==> config.mk <==
export PLATFORM = sky130hd
export DESIGN_NAME = servo_pwm_capture
export DESIGN_NICKNAME = d
export VERILOG_FILES = /design/src/rtl/servo_pkg.sv /design/src/rtl/servo_pwm_capture_sync_edge.sv /design/src/rtl/servo_pwm_capture.sv
export SDC_FILE = /design/constraint.sdc
export NUM_CORES = 1
export LEC_CHECK = 0
export BUFFER_PORTS_ARGS = -buffer_cell sky130_fd_sc_hd__buf_2
export CORE_MARGIN = 1.5
export CORE_UTILIZATION = 58
export CTS_CLUSTER_DIAMETER = 80
export DETAILED_ROUTE_END_ITERATION = 8
export HOLD_SLACK_MARGIN = 0.03
export PLACE_DENSITY_LB_ADDON = 0.2
export SYNTH_ARGS = -nofsm -noshare
export SYNTH_HDL_FRONTEND = slang
export SYNTH_HIERARCHICAL = 1
export SYNTH_SLANG_ARGS = --single-unit
==> constraint.sdc <==
create_clock -name clk -period 3.95 [get_ports clk]
set_input_delay 0.1975 -clock clk [delete_from_list [all_inputs] [get_ports clk]]
set_output_delay 0.1975 -clock clk [all_outputs]
set_load 0.02 [all_outputs]
==> src/rtl/servo_pkg.sv <==
// Constants and types shared by the servo PWM driver and its capture block.
package servo_pkg;

   localparam int W        = 20;
   localparam int MIN_W    = 25000;    // 1 ms at 25 MHz
   localparam int MAX_W    = 50000;    // 2 ms
   localparam int CENTER_W = 37500;    // 1.5 ms, neutral position
   localparam int FRAME_W  = 500000;   // 20 ms frame

   typedef enum logic [1:0] {
      LOST = 2'd0,
      HIGH = 2'd1,
      LOW  = 2'd2
   } cap_state_t;

   // Inclusive range test on plain integers.
   function automatic logic in_range(input int v, input int lo, input int hi);
      return (v >= lo) && (v <= hi);
   endfunction

endpackage

==> src/rtl/servo_pwm_capture_sync_edge.sv <==
// Two-flop synchronizer for an asynchronous line, plus a previous-value flop
// for rise/fall detection. All flops share a reset value so a line already
// at that level when reset releases produces no edge.
module sync_edge #(
   parameter logic RST_VAL = 1'b1
) (
   input  logic clk,
   input  logic rst,
   input  logic din,
   output logic sync,
   output logic rise,
   output logic fall
);

   logic meta;
   logic prev;

   // Synchronizer chain and one-sample history.
   always_ff @(posedge clk or posedge rst) begin
      if (rst) begin
         meta <= RST_VAL;
         sync <= RST_VAL;
         prev <= RST_VAL;
      end else begin
         meta <= din;
         sync <= meta;
         prev <= sync;
      end
   end

   assign rise = sync & ~prev;
   assign fall = ~sync & prev;

endmodule

==> src/rtl/servo_pwm_capture.sv <==
// Servo/RC PWM receiver: measures high time and rise-to-rise period in clk
// ticks, range-checks both, and produces a clamped duty word for the driver.
module servo_pwm_capture #(
   parameter int W        = servo_pkg::W,
   parameter int MIN_W    = servo_pkg::MIN_W,
   parameter int MAX_W    = servo_pkg::MAX_W,
   parameter int CENTER_W = servo_pkg::CENTER_W,
   parameter int MAX_HIGH = 75000,
   parameter int PER_MIN  = 400000,
   parameter int PER_MAX  = 600000,
   parameter int TIMEOUT  = 1000000
) (
   input  logic         clk,
   input  logic         rst,
   input  logic         pwm_in,
   output logic [W-1:0] width,
   output logic         width_valid,
   output logic         width_ok,
   output logic [W-1:0] period,
   output logic         period_valid,
   output logic         period_ok,
   output logic [W-1:0] duty,
   output logic         lost
);

   import servo_pkg::*;

   cap_state_t   state;
   logic [W-1:0] high_cnt;
   logic [W-1:0] per_cnt;
   logic [W-1:0] duty_next;
   logic         sync;
   logic         rise;
   logic         fall;

   sync_edge #(.RST_VAL(1'b1)) u_sync (
      .clk  (clk),
      .rst  (rst),
      .din  (pwm_in),
      .sync (sync),
      .rise (rise),
      .fall (fall)
   );

   function automatic logic [W-1:0] sat_inc(input logic [W-1:0] v);
      return (v == '1) ? v : v + 1'b1;
   endfunction

   // Clamp the running high count into the driver's legal duty range.
   always_comb begin
      duty_next = high_cnt;
      if (high_cnt < W'(MIN_W))
         duty_next = W'(MIN_W);
      else if (high_cnt > W'(MAX_W))
         duty_next = W'(MAX_W);
   end

   // Tracking FSM with its counters and registered outputs.
   // Counters restart at 1 on a rise because the rise cycle itself is the
   // first high sample and the first tick of the new period; this makes an
   // N-sample pulse read N and rises N edges apart read N.
   always_ff @(posedge clk or posedge rst) begin
      if (rst) begin
         state        <= LOST;
         high_cnt     <= '0;
         per_cnt      <= '0;
         width        <= '0;
         width_ok     <= 1'b0;
         width_valid  <= 1'b0;
         period       <= '0;
         period_ok    <= 1'b0;
         period_valid <= 1'b0;
         duty         <= W'(CENTER_W);
         lost         <= 1'b1;
      end else begin
         width_valid  <= 1'b0;
         period_valid <= 1'b0;
         if (state != LOST)
            per_cnt <= sat_inc(per_cnt);
         case (state)
            LOST: begin
               if (rise) begin
                  high_cnt <= W'(1);
                  per_cnt  <= W'(1);
                  state    <= HIGH;
               end
            end
            HIGH: begin
               if (fall) begin
                  width       <= high_cnt;
                  width_ok    <= in_range(32'(high_cnt), MIN_W, MAX_W);
                  duty        <= duty_next;
                  width_valid <= 1'b1;
                  lost        <= 1'b0;
                  state       <= LOW;
               end else if (high_cnt >= W'(MAX_HIGH - 1)) begin
                  // this sample would bring the count to MAX_HIGH: stuck high
                  state <= LOST;
                  lost  <= 1'b1;
               end else if (sync) begin
                  high_cnt <= sat_inc(high_cnt);
               end
            end
            LOW: begin
               // a rise wins over a simultaneous timeout
               if (rise) begin
                  period       <= per_cnt;
                  period_ok    <= in_range(32'(per_cnt), PER_MIN, PER_MAX);
                  period_valid <= 1'b1;
                  high_cnt     <= W'(1);
                  per_cnt      <= W'(1);
                  state        <= HIGH;
               end else if (per_cnt >= W'(TIMEOUT - 1)) begin
                  state <= LOST;
                  lost  <= 1'b1;
               end
            end
            default: begin
               state <= LOST;
               lost  <= 1'b1;
            end
         endcase
      end
   end

endmodule

==> reports/summary.txt, run 1 <==
Number of global-route vias before repair -> 4,204
Layout Nets -> 609
Non-Filler Instances -> 715
Initial Util -> 59.9%
Crit-path most repeated cell -> nor2b_1
WP data required -> 4.23 ns
Flop and latch count out of synthesis -> 110
Arr. time, crit path -> 3.11 ns
P&R area growth vs syn -> 10.1%
Period utilization -> 71.6%
Clock sinks -> 110
First-pass GRT wire length -> 19.6 mm
Setup TNS -> 0 ns
Max-slew violation count -> 0
Setup crit end -> period_ok
Status -> finished, final reports clean
Vias -> 4,276
Fin. Hold Viols -> 0
Synth area leaders -> dfrtp_1 47%, nand2_1 9.8%, dfstp_2 6.0%, nor2_1 2.4%, o21ai_0 2.4%
Core area -> 8720 um2
Max Cap Viol -> 0
Worst hold margin -> 0.367 ns
Share of layout cells above drive strength 1 -> 18.8%
Mapped cell area -> 5230 um2
Slowest CP cell -> inv_1
Buffers added on ports -> 67
Num ports -> 68
WL per Instance -> 16.1 um
Die ar. -> 9590 um2
Post-Synth Adder-Cell Area -> 0.958%
Synth unique cells -> 61
Syn. warnings -> 6
Critical Path Start Type -> register
CTS H-tree lvls -> 3
Syn nets -> 566
Inst Count DP -> 697
# rows -> 34
Post-synthesis mux area share -> 2.11%
Synth Flop Type -> dfrtp_1
Relative slew margins -> 41.0%
Die Span X -> 97.9 um
Leakage Power -> 0.00288 uW
Clock Skew -> 0.0119 ns
Post-CTS resize count -> 0
Number of routed nets with antenna violations -> 0
Clk pin slew, worst setup/hold paths -> 0.10 ns
DRC Markers -> 0
Largest net degree at the start of global routing -> 76
CTS Buffer Depth -> 2
Post-route core utilization -> 66.0%
CTS Buf Count -> 9
Largest family of logic cells by synthesized area -> simple AND/OR/NAND/NOR gates
RR Endpoint -> period_ok
Filler Cell Count -> 754
Initial drt markers -> 224
Async set-reset flop share out of synthesis -> 100%
Critical-path maximum fanout -> 24
Crit. Startpoint -> u_sync/sync
Crit Path Category -> register to register
Setup violations, final -> 0
CP peak stage delay -> 0.67 ns
Pwr/cell area -> 450 nW/um2
Top-area cell type share of the netlist area -> 46.9%
RSZ-0062 raised after global routing -> false
First-pass DRT Iterations -> 4
Die H -> 97.9 um
Worst path cell trace -> nor2b_1, nor2b_1, buf_4, nand2_1, inv_1, nor2_1, a31oi_1
Worst Setup End Kind -> register
Avg Inst Size Synth -> 9.35 um2
HPWL after DPL -> 7.91 mm
Worst vdd ir -> 0.187 mV
Post-Synthesis Cells -> 559
CTS tree -> done
Hold depth -> 0
Proportion of synthesized chip area in sequential cells -> 53.0%
Reg2reg start -> u_sync/sync
Worst-skew pair later-pin latency -> 0.36 ns
List of most frequent post-synthesis cells -> 137 x nand2_1, 98 x dfrtp_1, 34 x nor2_1, 29 x clkbuf_1, 25 x o21ai_0
Most common cell in the synthesized netlist -> nand2_1
Worst R2R Setup Slack -> 1.12 ns
Grt ovf -> 0
GP Congestion -> 0.934
CTS root buf -> clkbuf_8
Routed WL -> 11.5 mm
Xor/xnor share of the synthesized area -> 1.84%
Cell taking the most area after synthesis -> dfrtp_1
Slew @ Worst Pin -> 0.885 ns
Post-DR vias/cell -> 5.98
Compound-Gate Fraction of Synth Area -> 14.3%
Fin crit period -> 2.83 ns
R2R cell count -> 7
Simple-gate share of the synthesized area -> 23.3%
Post-synth EDFFs -> 0
Fmax -> 0.353 GHz
Initial antenna violation count -> 0
Diode count -> 0
Tot GR Track Use -> 25.0%
Worst min path class -> register to register
Hold Crit Start -> u_sync/meta
[sequential cells by signal, summed over array words and instances (netlist names), 2 cells and up]
| register | flops |
|---|---|
| high_cnt | 20 |
| period | 20 |
| state | 2 |
| width | 20 |
| duty | 20 |
| per_cnt | 20 |
[worst min-delay path by stage]
stage,endpoint,slack [ns]
2_1_floorplan,u_sync/meta,0.13
3_3_place_gp,u_sync/meta,0.28
3_5_place_dp,u_sync/prev,0.29
4_1_cts,u_sync/sync,0.37
5_1_grt,u_sync/sync,0.37
6_report,u_sync/sync,0.37
[critical path: cells and delay by family, from the launching register on]
| kind | cells | cell delay [ns] |
|---|---|---|
| AO/OA/AOI/OAI | 1 | 0.17 |
| AND/OR/NAND/NOR | 4 | 1.03 |
| flip-flops | 1 | 0.60 |
| buffers and inverters | 2 | 0.95 |
[placed cells by master, fill, tap and decap left out, types with 10 or more instances in the layout]
master,netlist,routed
dfstp_2,12,12
nor2_1,34,34
nor3_1,12,12
o21ai_0,25,25
clkbuf_8,0,10
xnor2_1,11,11
buf_2,9,67
a21oi_1,17,17
nand4_1,14,14
nand3_1,15,15
mux2i_1,11,11
dfrtp_1,98,98
inv_1,16,15
nand2_1,137,137
[per-stage QoR]
step / total power, uW / setup slack [ns] / cell area, um2
2_1_floorplan: 1800 / 0.950 / 5230
3_3_place_gp: 1950 / 1.28 / 5550
3_5_place_dp: 1970 / 1.13 / 5550
4_1_cts: 2600 / 1.10 / 5750
5_1_grt: 2710 / 0.832 / 5750
6_report: 2590 / 1.12 / 5750
[repair_timing]
| item | 4_1_cts | 5_1_grt |
|---|---|---|
| setup buffers | 0 | 0 |
| hold buffers | 2 | 0 |
| hold endpoints to repair | 4 | 0 |
[power breakdown]
part / switching, uW / internal, uW / total, uW
Clock: 385 / 251 / 636
Combinational: 355 / 196 / 551
Sequential: 133 / 1270 / 1400
Total: 874 / 1710 / 2590
[routing by layer]
layer  track usage (%)  wire length (um)  vias to the layer above
li1                  -                 -                     2028
met1              31.4              4850                     2085
met2              44.1              5830                      144
met3              3.94               601                       19
met4              8.35               231                        0
met5                 0                 0                        -
[cells by family (layout without fill, tap and decap cells)]
family / after synthesis / in the layout
AOI/OAI and AO/OA: 105 / 105
muxes: 11 / 11
and+or+nand+nor: 261 / 261
DFF: 110 / 110
adders and majority gates: 4 / 4
xor gates and xnor gates: 11 / 11
buffers and inverters: 57 / 105
[cell type report]
class | instances | area [um2] | share of cell area, %
inverters | 16 | 62.6 | 1.09
repair buffers | 73 | 385 | 6.70
clock buffers | 10 | 138 | 2.39
flip-flops and latches | 110 | 2770 | 48.1
well taps | 108 | 135 | 2.35
clock inverters | 6 | 43.8 | 0.761
multi-input cells | 392 | 2220 | 38.6
No activity file was read; power rests on OpenSTA's default activity.
==> inputs of run 2 (changes only) <==
- clock period: 3.95 -> 2.77 ns (I/O delays scaled with it)
==> run 2 against run 1 <==
Maximum frequency grew 12%. Total power grew 47%. Clock skew grew 0.0037 ns. Worst hold slack lost 0.019 ns. Critical path depth shrank 2. Non-clock buffer count grew 3. Register-to-register slack lost 0.88 ns. Largest cell class unchanged.
==> reports/summary.txt, run 2 (synthesis results as in run 1) <==
Clk pin slew, worst setup/hold paths -> 0.10 ns (about the same)
WL per Instance -> 15.8 um (was 16.1 um)
Initial Util -> 59.9% (unchanged)
CTS tree -> done (unchanged)
CP top delay family -> compound AO/OA/AOI/OAI gates (was simple AND/OR/NAND/NOR gates)
Critical-path maximum fanout -> 13 (was 24)
Inst Count DP -> 700 (was 697)
Core area -> 8720 um2 (unchanged)
Grt ovf -> 0 (unchanged)
Clock Skew -> 0.0156 ns (was 0.0119 ns)
Tot GR Track Use -> 24.6% (was 25.0%)
Post-route core utilization -> 66.6% (was 66.0%)
Arr. time, crit path -> 2.76 ns (was 3.11 ns)
Fin. Hold Viols -> 0 (unchanged)
First-pass GRT wire length -> 19.2 mm (was 19.6 mm)
First-pass DRT Iterations -> 7 (was 4)
Worst R2R Setup Slack -> 0.24 ns (was 1.12 ns)
Vias -> 4,207 (was 4,276)
Max Cap Viol -> 0 (unchanged)
RR Endpoint -> high_cnt[5] (was period_ok)
Post-DR vias/cell -> 5.86 (was 5.98)
Routed WL -> 11.4 mm (was 11.5 mm)
Initial drt markers -> 230 (was 224)
Num ports -> 68 (unchanged)
Fmax -> 0.395 GHz (was 0.353 GHz)
R2R cell count -> 5 (was 7)
CTS root buf -> clkbuf_8 (unchanged)
Fin crit period -> 2.53 ns (was 2.83 ns)
Max-slew violation count -> 0 (unchanged)
Worst path cell trace -> and2b_2, nor3b_2, o2111ai_2, o311ai_0, o41ai_1 (was nor2b_1, nor2b_1, buf_4, nand2_1, inv_1, nor2_1, a31oi_1)
Setup violations, final -> 0 (unchanged)
RSZ-0062 raised after global routing -> false (unchanged)
Relative slew margins -> 51.8% (was 41.0%)
WP data required -> 3.00 ns (was 4.23 ns)
Non-Filler Instances -> 718 (was 715)
Cell Area, Placed -> 5590 um2 (was 5550 um2)
Initial antenna violation count -> 0 (unchanged)
Number of routed nets with antenna violations -> 0 (unchanged)
Filler Cell Count -> 729 (was 754)
Share of layout cells above drive strength 1 -> 19.2% (was 18.8%)
Number of global-route vias before repair -> 4,063 (was 4,204)
Buffers added on ports -> 67 (unchanged)
Largest net degree at the start of global routing -> 87 (was 76)
Setup Buffers After CTS -> 0 (unchanged)
Slowest CP cell -> dfstp_2 (was inv_1)
Worst Path Buf+Inv -> 0 (was 2)
Period utilization -> 91.3% (was 71.6%)
# rows -> 34 (unchanged)
Die H -> 97.9 um (unchanged)
Critical Path Start Type -> register (unchanged)
GP Congestion -> 0.948 (was 0.934)
Most frequent cells in the layout -> 137 x nand2_1, 98 x dfrtp_1, 67 x buf_2 (unchanged)
Final Cell Area -> 5810 um2 (was 5750 um2)
Leakage Power -> 0.00290 uW (was 0.00288 uW)
Worst vdd ir -> 0.301 mV (was 0.187 mV)
Design Power -> 3800 uW (was 2590 uW)
Die Span X -> 97.9 um (unchanged)
Pwr/cell area -> 655 nW/um2 (was 450 nW/um2)
Slew @ Worst Pin -> 0.723 ns (was 0.885 ns)
Worst Setup End Kind -> register (unchanged)
Worst-skew pair later-pin latency -> 0.38 ns (was 0.36 ns)
CP peak stage delay -> 0.60 ns (was 0.67 ns)
Crit Path Category -> register to register (unchanged)
HPWL after DPL -> 7.90 mm (was 7.91 mm)
Diode count -> 0 (unchanged)
P&R area growth vs syn -> 11.2% (was 10.1%)
CTS Buf Count -> 9 (unchanged)
Worst min path class -> primary input to async pin (was register to register)
CTS Buffer Depth -> 2 (unchanged)
Die ar. -> 9590 um2 (unchanged)
Most common cell after layout, fill and taps aside -> nand2_1 (unchanged)
Reg2reg start -> u_sync/sync (unchanged)
Layout Nets -> 612 (was 609)
Setup TNS -> 0 ns (unchanged)
Clock sinks -> 110 (unchanged)
DRC Markers -> 0 (unchanged)
CTS H-tree lvls -> 3 (unchanged)
Status -> finished, final reports clean (unchanged)
-- run 2: timing repair --
action / CTS / global route
hold buffers: 2 / 0
gates resized for setup: 0 / 0
endpoints found under the hold margin: 25 / 0
-- run 2: worst max-delay path by stage --
stage / startpoint / endpoint / slack [ns] / cells past startpoint
global placement: u_sync/sync / high_cnt[5] / 0.58 / 5
floorplan: u_sync/sync / high_cnt[5] / 0.72 / 6
global route: u_sync/sync / high_cnt[5] / 0.16 / 5
CTS: u_sync/sync / high_cnt[5] / 0.25 / 5
finish: u_sync/sync / high_cnt[5] / 0.24 / 5
detailed placement: u_sync/sync / high_cnt[5] / 0.44 / 5
-- run 2: stage by stage --
step / setup WS, ns / hold slack, ns
floorplan: 0.717 / 0.0718
global placement: 0.585 / 0.196
detailed placement: 0.438 / 0.212
CTS: 0.255 / 0.350
global route: 0.161 / 0.374
finish: 0.241 / 0.349
-- run 2: metal layers --
| metal | wire length (um) | GRT usage [%] |
|---|---|---|
| met1 | 4760 | 30.8 |
| met2 | 5690 | 42.1 |
| met3 | 543 | 3.51 |
| met4 | 379 | 11.4 |
| met5 | 0 | 0 |
-- run 2: report_power, final --
group / internal (uW) / total, uW / switching, uW
Clock: 432 / 1000 / 569
Sequential: 1810 / 1990 / 179
Combinational: 289 / 816 / 527
-- run 2: area by class of cell --
| cell class | count | area (um2) | area share, % |
|---|---|---|---|
| clock buffer | 9 | 124 | 2.13 |
| inverter | 16 | 63.8 | 1.10 |
| sequential | 110 | 2770 | 47.6 |
| clock inverter | 7 | 77.6 | 1.34 |
| tap | 108 | 135 | 2.33 |
| timing repair buffer | 76 | 420 | 7.24 |
| multi-input combinational | 392 | 2220 | 38.2 |
-- run 2: worst reg2reg max path, stage by stage (launching register included) --
cell and delay [ns]:
dfstp_2 0.60, and2b_2 0.25, nor3b_2 0.42, o2111ai_2 0.43, o311ai_0 0.53, o41ai_1 0.16
==> inputs of run 3 (changes only) <==
- CORE_UTILIZATION: 58 -> 60
- CTS_BUF_LIST: not set -> sky130_fd_sc_hd__clkbuf_4
- SLEW_MARGIN: not set -> 15
==> run 3 against run 2 <==
Die area shrank 3.2%. Sequential cell count is the same. Critical path depth unchanged. Worst hold slack got worse by 0.060 ns. Highest routed layer unchanged. Non-clock buffer count grew 2. Combinational power is 2% higher. Sequential power barely moved. Sequential share of layout area up 0.69 points. Routed wire length increased by 2.9%.
==> reports/summary.txt, run 3 (synthesis results as in run 1) <==
Relative slew margins -> 50.5% (was 51.8%)
Leakage Power -> 0.00286 uW (was 0.00290 uW)
Initial antenna violation count -> 0 (unchanged)
Layout Nets -> 614 (was 612)
Fmax -> 0.428 GHz (was 0.395 GHz)
Fin crit period -> 2.34 ns (was 2.53 ns)
Die ar. -> 9280 um2 (was 9590 um2)
Largest net degree at the start of global routing -> 89 (was 87)
Worst vdd ir -> 0.255 mV (was 0.301 mV)
Diode count -> 0 (unchanged)
WP data required -> 3.10 ns (was 3.00 ns)
Critical-path maximum fanout -> 13 (unchanged)
Setup Buffers After CTS -> 0 (unchanged)
CTS root buf -> clkbuf_4 (was clkbuf_8)
Area of the multi-input gates -> 2220 um2 (unchanged)
CTS Buf Count -> 9 (unchanged)
CTS tree -> done (unchanged)
Setup TNS -> 0 ns (unchanged)
Tot GR Track Use -> 27.1% (was 24.6%)
Worst Setup End Kind -> register (unchanged)
Pwr/cell area -> 610 nW/um2 (was 655 nW/um2)
Cell Area, Placed -> 5600 um2 (was 5590 um2)
P&R area growth vs syn -> 9.60% (was 11.2%)
Max-slew violation count -> 0 (unchanged)
Most common cell after layout, fill and taps aside -> nand2_1 (unchanged)
CTS H-tree lvls -> 3 (unchanged)
Crit Path Category -> register to register (unchanged)
Worst hold margin -> 0.289 ns (was 0.349 ns)
Vias -> 4,273 (was 4,207)
Number of global-route vias before repair -> 4,069 (was 4,063)
Share of layout cells above drive strength 1 -> 19.0% (was 19.2%)
Slew @ Worst Pin -> 0.742 ns (was 0.723 ns)
Worst-skew pair later-pin latency -> 0.45 ns (was 0.38 ns)
Core area -> 8340 um2 (was 8720 um2)
Clk pin slew, worst setup/hold paths -> 0.15 ns (was 0.10 ns)
Status -> finished, final reports clean (unchanged)
Setup violations, final -> 0 (unchanged)
Register area -> 2770 um2 (unchanged)
Worst min path class -> primary input to async pin (unchanged)
Final Cell Area -> 5730 um2 (was 5810 um2)
WL per Instance -> 16.3 um (was 15.8 um)
Max Cap Viol -> 0 (unchanged)
Die H -> 96.3 um (was 97.9 um)
Die Span X -> 96.3 um (was 97.9 um)
Grt ovf -> 0 (unchanged)
HPWL after DPL -> 8.10 mm (was 7.90 mm)
Arr. time, crit path -> 2.67 ns (was 2.76 ns)
Initial Util -> 62.6% (was 59.9%)
Most frequent cells in the layout -> 137 x nand2_1, 98 x dfrtp_1, 67 x buf_2 (unchanged)
Critical Path Start Type -> register (unchanged)
Num ports -> 68 (unchanged)
Buffers added on ports -> 67 (unchanged)
Post-DR vias/cell -> 5.96 (was 5.86)
Initial drt markers -> 230 (unchanged)
# rows -> 33 (was 34)
DRC Markers -> 0 (unchanged)
Clock Skew -> 0.0110 ns (was 0.0156 ns)
CTS Buffer Depth -> 2 (unchanged)
Design Power -> 3500 uW (was 3800 uW)
Post-CTS resize count -> 0 (unchanged)
Period utilization -> 84.4% (was 91.3%)
Clock sinks -> 110 (unchanged)
RSZ-0062 raised after global routing -> false (unchanged)
First-pass GRT wire length -> 19.3 mm (was 19.2 mm)
Routed WL -> 11.7 mm (was 11.4 mm)
GP Congestion -> 0.921 (was 0.948)
Number of routed nets with antenna violations -> 0 (unchanged)
Fin. Hold Viols -> 0 (unchanged)
First-pass DRT Iterations -> 5 (was 7)
Filler Cell Count -> 687 (was 729)
[run 3: changes by cell type in the layout (fill, tap and decap cells not counted)]
| cell | delta |
|---|---|
| clkbuf_4 | +9 |
| clkinv_2 | -1 |
| bufinv_16 | -1 |
| buf_4 | +2 |
| inv_6 | -2 |
| clkbuf_8 | -9 |
| inv_8 | -1 |
| clkinv_1 | +3 |
| clkinvlp_4 | +2 |
[run 3: what timing repair did]
item,in CTS,in global routing
endpoints found under the hold margin,81,0
setup endpoints to repair,0,0
hold buffers,2,0
[run 3: layout make-up]
type / count / area share, %
timing repair buffer: 78 / 7.60
sequential: 110 / 48.3
clock buffer: 9 / 1.18
clock inverter: 7 / 0.699
tap: 105 / 2.29
inverter: 16 / 1.11
multi-input combinational: 392 / 38.8
[run 3: worst max-delay path, cell delays in order (launching register included)]
cell,delay (ns)
dfstp_2,0.63
and2b_2,0.24
nor3b_2,0.39
o2111ai_2,0.42
o311ai_0,0.41
o41ai_1,0.13
[run 3: metal layers]
metal	GRT usage [%]	vias up	part of all wire, %
met5	0	-	0
li1	-	2041	-
met3	5.85	25	3.7
met4	8.70	0	2.3
met2	47.7	115	53
met1	33.1	2092	41
[run 3: worst paths after layout]
kind / end / slack [ns] / startpoint / cells past startpoint
max: high_cnt[5] / 0.43 / u_sync/sync / 5
min: u_sync/meta / 0.29 / rst / 3
max reg2reg: high_cnt[5] / 0.43 / u_sync/sync / 5
min reg2reg: u_sync/sync / 0.37 / u_sync/meta / 0
max in group asynchronous: per_cnt[18] / 1.85 / rst / 5
min in group clk: u_sync/meta / 0.32 / pwm_in / 2
[run 3: report_power, final]
| part | leakage [uW] | total [uW] | internal, uW | switching [uW] |
|---|---|---|---|---|
| Clock | 0.0000548 | 683 | 178 | 504 |
| Sequential | 0.00146 | 1980 | 1810 | 176 |
| Combinational | 0.00135 | 829 | 293 | 536 |
| Total | 0.00286 | 3500 | 2280 | 1220 |
[run 3: through the flow]
| stage | std cells | setup WS, ns | utilization (%) |
|---|---|---|---|
| floorplan | 559 | 0.717 | - |
| global placement | 699 | 0.583 | 67.1 |
| finish | 717 | 0.431 | 68.7 |
| global route | 717 | 0.195 | 68.7 |
| detailed placement | 699 | 0.475 | 67.1 |
| CTS | 717 | 0.451 | 68.7 |
